### src/rtl/load_store_unit.sv
// Data-memory initiator: one load/store at a time, lane-steered stores, extended loads,
// fixed-latency memory access with a registered one-cycle response.
module load_store_unit #(
    parameter int MEM_LATENCY = 1
) (
    input  logic        i_clk,
    input  logic        i_rst_n,
    input  logic        i_req_valid,
    output logic        o_req_ready,
    input  logic        i_req_we,
    input  logic [1:0]  i_req_size,
    input  logic        i_req_unsigned,
    input  logic [31:0] i_req_addr,
    input  logic [31:0] i_req_wdata,
    output logic        o_resp_valid,
    output logic [31:0] o_resp_rdata,
    output logic        o_resp_misaligned,
    output logic [31:0] o_mem_addr,
    output logic [31:0] o_mem_wdata,
    output logic [3:0]  o_mem_we,
    input  logic [31:0] i_mem_rdata
);

    // state    | meaning
    // S_IDLE   | ready for a request, no memory activity
    // S_ACCESS | memory addressed, waiting MEM_LATENCY cycles
    // S_RESP   | one-cycle response pulse on resp_*
    localparam logic [1:0] S_IDLE   = 2'd0;
    localparam logic [1:0] S_ACCESS = 2'd1;
    localparam logic [1:0] S_RESP   = 2'd2;

    localparam logic [1:0] SZ_BYTE = 2'b00;
    localparam logic [1:0] SZ_HALF = 2'b01;
    localparam logic [1:0] SZ_WORD = 2'b10;

    // Terminal count is zero, so the counter loads latency-1.
    localparam logic [3:0] LAT_LOAD = 4'(MEM_LATENCY - 1);

    logic [1:0]  r_state;
    logic [3:0]  r_lat_cnt;
    logic        r_we;
    logic [1:0]  r_size;
    logic        r_unsigned;
    logic [1:0]  r_lane;
    logic        r_req_ready;
    logic        r_resp_valid;
    logic [31:0] r_resp_rdata;
    logic        r_resp_mis;
    logic [31:0] r_mem_addr;
    logic [31:0] r_mem_wdata;
    logic [3:0]  r_mem_we;

    logic        w_hs;
    logic        w_err;
    logic [3:0]  w_we_lanes;
    logic [31:0] w_wdata_lanes;
    logic [7:0]  w_byte;
    logic [15:0] w_half;
    logic [31:0] w_load_data;

    assign w_hs = i_req_valid & r_req_ready;

    always_comb begin
        w_err         = 1'b0;
        w_we_lanes    = 4'b0000;
        w_wdata_lanes = 32'h0;
        case (i_req_size)
            SZ_BYTE: begin
                w_we_lanes    = 4'b0001 << i_req_addr[1:0];
                w_wdata_lanes = {4{i_req_wdata[7:0]}};
            end
            SZ_HALF: begin
                w_err         = i_req_addr[0];
                w_we_lanes    = i_req_addr[1] ? 4'b1100 : 4'b0011;
                w_wdata_lanes = {2{i_req_wdata[15:0]}};
            end
            SZ_WORD: begin
                w_err         = (i_req_addr[1:0] != 2'b00);
                w_we_lanes    = 4'b1111;
                w_wdata_lanes = i_req_wdata;
            end
            default: w_err = 1'b1;
        endcase
    end

    assign w_byte = i_mem_rdata[{r_lane, 3'b000} +: 8];
    assign w_half = i_mem_rdata[{r_lane[1], 4'b0000} +: 16];

    always_comb begin
        w_load_data = i_mem_rdata;
        case (r_size)
            SZ_BYTE: w_load_data = r_unsigned ? {24'h0, w_byte} : {{24{w_byte[7]}}, w_byte};
            SZ_HALF: w_load_data = r_unsigned ? {16'h0, w_half} : {{16{w_half[15]}}, w_half};
            default: w_load_data = i_mem_rdata;
        endcase
    end

    always_ff @(posedge i_clk or negedge i_rst_n) begin
        if (!i_rst_n) begin
            r_state      <= S_IDLE;
            r_lat_cnt    <= 4'd0;
            r_we         <= 1'b0;
            r_size       <= 2'b00;
            r_unsigned   <= 1'b0;
            r_lane       <= 2'b00;
            r_req_ready  <= 1'b1;
            r_resp_valid <= 1'b0;
            r_resp_rdata <= 32'h0;
            r_resp_mis   <= 1'b0;
            r_mem_addr   <= 32'h0;
            r_mem_wdata  <= 32'h0;
            r_mem_we     <= 4'b0000;
        end else begin
            case (r_state)
                S_IDLE: begin
                    if (w_hs) begin
                        r_req_ready <= 1'b0;
                        r_we        <= i_req_we;
                        r_size      <= i_req_size;
                        r_unsigned  <= i_req_unsigned;
                        r_lane      <= i_req_addr[1:0];
                        if (w_err) begin
                            r_state      <= S_RESP;
                            r_resp_valid <= 1'b1;
                            r_resp_mis   <= 1'b1;
                            r_resp_rdata <= 32'h0;
                        end else begin
                            r_state     <= S_ACCESS;
                            r_lat_cnt   <= LAT_LOAD;
                            r_mem_addr  <= {i_req_addr[31:2], 2'b00};
                            r_mem_we    <= i_req_we ? w_we_lanes : 4'b0000;
                            r_mem_wdata <= i_req_we ? w_wdata_lanes : 32'h0;
                        end
                    end
                end
                S_ACCESS: begin
                    // Write strobe lasts only the first access cycle.
                    r_mem_we <= 4'b0000;
                    if (r_lat_cnt == 4'd0) begin
                        r_state      <= S_RESP;
                        r_resp_valid <= 1'b1;
                        r_resp_rdata <= r_we ? 32'h0 : w_load_data;
                    end else begin
                        r_lat_cnt <= r_lat_cnt - 4'd1;
                    end
                end
                S_RESP: begin
                    r_state      <= S_IDLE;
                    r_req_ready  <= 1'b1;
                    r_resp_valid <= 1'b0;
                    r_resp_rdata <= 32'h0;
                    r_resp_mis   <= 1'b0;
                end
                default: begin
                    r_state     <= S_IDLE;
                    r_req_ready <= 1'b1;
                end
            endcase
        end
    end

    assign o_req_ready       = r_req_ready;
    assign o_resp_valid      = r_resp_valid;
    assign o_resp_rdata      = r_resp_rdata;
    assign o_resp_misaligned = r_resp_mis;
    assign o_mem_addr        = r_mem_addr;
    assign o_mem_wdata       = r_mem_wdata;
    assign o_mem_we          = r_mem_we;

endmodule
### config.mk
export PLATFORM = sky130hd
export DESIGN_NAME = load_store_unit
export DESIGN_NICKNAME = d
export VERILOG_FILES = /design/src/rtl/load_store_unit.sv
export SDC_FILE = /design/constraint.sdc
export NUM_CORES = 1
export LEC_CHECK = 0
export ABC_AREA = 1
export CORE_ASPECT_RATIO = 0.75
export CORE_MARGIN = 1.5
export CORE_UTILIZATION = 41
export CTS_CLUSTER_SIZE = 12
export DETAILED_ROUTE_END_ITERATION = 6
export PLACE_DENSITY = 0.86
export SLEW_MARGIN = 20
export SYNTH_ARGS = -nofsm -noshare
export SYNTH_HDL_FRONTEND = slang
export SYNTH_SLANG_ARGS = --single-unit
### constraint.sdc
create_clock -name i_clk -period 1.4 [get_ports i_clk]
set_input_delay 0.28 -clock i_clk [delete_from_list [all_inputs] [get_ports i_clk]]
set_output_delay 0.28 -clock i_clk [all_outputs]
set_load 0.03 [all_outputs]
==> impl_metrics.py <==
metrics = {
    "outcome": {
        "outcome": "finished, violations left",
        "violations": "setup timing",
    },
    "placed_design": {
        "place.gp.congestion": 0.9007,
        "dp.final_hpwl_microns": 13120,
        "port_buffers": 203,
    },
    "die": {
        "core-area_sq_um": 13110,
        "die_area_sq_um": 14260,
        "io-pin-count": 206,
        "initial_core_util_pct": 42.35,
        "placementRows": 36,
        "die_h_microns": 103.8,
        "die_x_microns": 137.4,
    },
    "worst_setup_path": {
        "start_kind": "register",
        "critPathMostFrequentCell": "nand2_1",
        "crit_required_ns": 1.73,
        "r2r_cells": 11,
        "crit_path_top_delay_cell": "dfrtp_1",
        "cp-end-kind": "register",
        "cpPeakStageDelay_ns": 0.40,
        "critPathMaxFanout": 13,
        "path_class": "reg2reg",
        "r2r_slack_ns": -0.26,
        "cp.arrival_ns": 1.99,
        "cp_cell_sequence": "inv_2, ha_1, nand2_1, nand2_2, nand2_4, nor2_4, nand3_4, buf_12, nor2_1, nand2_1, nand2_1",
    },
    "pwr": {
        "ir_drop_uv": 1562,
        "cellLeakagePower_nw": 4.701,
        "power_density_nw_per_um2": 2243,
    },
    "synth": {
        "synth-seq-cells": 113,
        "seq_area_frac_synth_pct": 50.96,
        "ys_types": 29,
        "ys_warn_count": 0,
        "netlist_area_sq_um": 5552,
        "syn_avg_cell_area_sq_um": 7.668,
        "synthCells": 724,
    },
    "sta": {
        "setup_slack_ns": -0.2566,
        "clock.fmax_mhz": 603.6,
        "whs_ns": 0.3534,
        "maxSlewViolCount": 0,
        "min_period_over_period_pct": 118.3,
        "hold_viol_final": 0,
        "min_period_ns": 1.657,
        "fin_skew_ns": 0.01576,
        "rsz0062_at_grt": "true",
        "setup_viol": 105,
    },
    "clocking": {
        "htree_levels": 4,
        "clk_pin_slew_ns": 0.06,
        "cts_buffers": 17,
        "clockBufferDepth": 2,
        "cts_sinks": 113,
        "cts_tree": "built",
        "cts-root-buf": "clkbuf_16",
        "insertion_delay_ns": 0.41,
    },
    "min_path": {
        "hp-class": "in2async",
    },
    "global_routing": {
        "grt-ovfl-total": 0,
        "grt_pass1_vias": 6055,
        "antenna_found_initial": 0,
        "gr-usage-all-layers_pct": 26.73,
        "grt_first_pass_wirelength_microns": 29640,
        "grt_max_degree": 55,
    },
    "final_layout": {
        "syn2layout_area_growth_pct": 67.84,
        "antenna_cells": 0,
        "drive_gt1_share_pct": 30.37,
        "nFillCells": 939,
        "fin_util_pct": 71.09,
        "num-nets-final": 1110,
    },
    "routing": {
        "wl_per_cell_microns": 16.18,
        "vias": 6038,
        "drc": 0,
        "via_per_inst": 5.095,
        "drt_iter0_markers": 458,
        "wirelength_microns": 19170,
        "drt_pass1_iterations": 5,
        "ant_nets": 0,
    },
    "job": {
        "cap_violations": 0,
    },
}
-- per-layer routing --
layer,part of all wire (%),wire length (microns),GRT usage [%]
met1,39,7444,32.78
met2,48,9297,43.61
met3,10,1948,9.104
met4,2.5,482,9.474
met5,0,0,0
-- stage by stage --
step / instance area (sq um) / total power (W) / TNS, ns / instances / setup slack [ns]
floorplan: 5655 / 0.01096 / -4.906 / 725 / -0.08869
global placement: 8444 / 0.01545 / -41.65 / 1139 / -0.4834
detailed placement: 8444 / 0.01567 / -46.58 / 1139 / -0.5560
CTS: 9284 / 0.02040 / -8.925 / 1174 / -0.1634
global route: 9318 / 0.02198 / -21.59 / 1185 / -0.3499
finish: 9318 / 0.02090 / -13.46 / 1185 / -0.2566
-- critical path, delay by kind of cell (launching register included) --
| family | cells | cell delay (ns) |
|---|---|---|
| adder cells (fa/ha/maj) | 1 | 0.14 |
| flip-flops | 1 | 0.40 |
| buffers and inverters | 2 | 0.23 |
| AND/OR/NAND/NOR | 8 | 0.79 |
-- layout make-up --
cell class	count	area [sq um]	area share, %
repair buffers	291	2908	31.21
flip-flops and latches	113	2830	30.37
multi-input cells	548	2600	27.90
clock buffers	19	452.9	4.861
well taps	171	214.0	2.296
clock inverters	12	181.4	1.947
inverters	31	131.4	1.410
-- cells in the final DEF, fill, tap and decap left out, types with 3 or more instances in the layout --
master / n
o21ai_1: 11
clkbuf_16: 19
dfrtp_1: 111
nand2_1: 333
or2_2: 4
nand2_2: 13
buf_2: 29
o21ai_2: 22
clkinvlp_4: 6
a21oi_1: 17
a22o_1: 3
nor2_1: 43
inv_2: 7
inv_1: 19
nand3_1: 25
clkdlybuf4s50_1: 101
nand2_4: 4
clkdlybuf4s15_2: 62
buf_4: 70
a22oi_1: 6
nor2_2: 16
buf_6: 6
bufinv_16: 4
buf_12: 20
nor2_4: 4
inv_4: 3
o21ai_0: 30
-- synth_stat cells --
library cell  count  area, sq um
dfstp_2           1        26.28
conb_1            1        3.750
o21ai_0          33        165.2
ha_1              5        62.56
buf_6             3        33.78
o21ai_2          22        192.7
nor2_1           58        217.7
nand3_2           2        20.02
or2_2             4        25.02
nand3b_1          2        15.01
o21ai_1           9        45.04
buf_1             2        7.510
a22oi_1           6        45.04
a22o_1            3        26.28
clkbuf_1          9        33.78
nand3_1          27        135.1
nor2_4            2        22.52
dfrtp_1         112         2803
a21oi_1          18        90.09
inv_4             2        12.51
buf_2            15        75.07
nand2_1         347         1303
inv_2             3        11.26
nand2_4           1        11.26
nor3_1            2        10.01
nor2_2            3        18.77
buf_4             4        30.03
inv_1            26        97.59
nand2_2           2        12.51
-- power by group --
part	switching (W)	total [W]	internal [W]
combinational	0.00632	0.0108	0.00444
sequential	0.000918	0.00546	0.00454
clock	0.00161	0.00468	0.00307
-- final timing paths --
kind | start | end
setup / recovery | r_lat_cnt[0] | o_resp_rdata[27]
hold / removal | i_rst_n | o_mem_wdata[3]
setup reg to reg | r_lat_cnt[0] | o_resp_rdata[27]
hold reg to reg | o_mem_addr[4] | o_mem_addr[4]
max in group asynchronous | i_rst_n | o_mem_addr[11]
min in group i_clk | i_req_addr[4] | o_mem_addr[4]
-- flip-flops by register name (all words and copies together), names as in the netlist, 2 cells and up --
name          flops
o_mem_addr       30
r_lane            2
r_lat_cnt         4
o_resp_rdata     32
o_mem_wdata      32
o_mem_we          4
r_state           2
r_size            2
-- timing repair --
item,CTS,global route
setup endpoints to repair,197,137
resized for setup,286,97
gates cloned,0,2
hold endpoints to repair,20,0
buffers inserted,3,9
hold buffers,1,0
pin swaps,1,5
-- logic make-up after synthesis --
kind of cell               synth area share [%]
AOI/OAI and AO/OA                         10.16
adders and majority gates                 1.127
buffers and inverters                     5.431
DFF                                       50.96
other                                   0.06755
and+or+nand+nor                           32.25
Note: power is estimated with default switching activity, not from simulation.
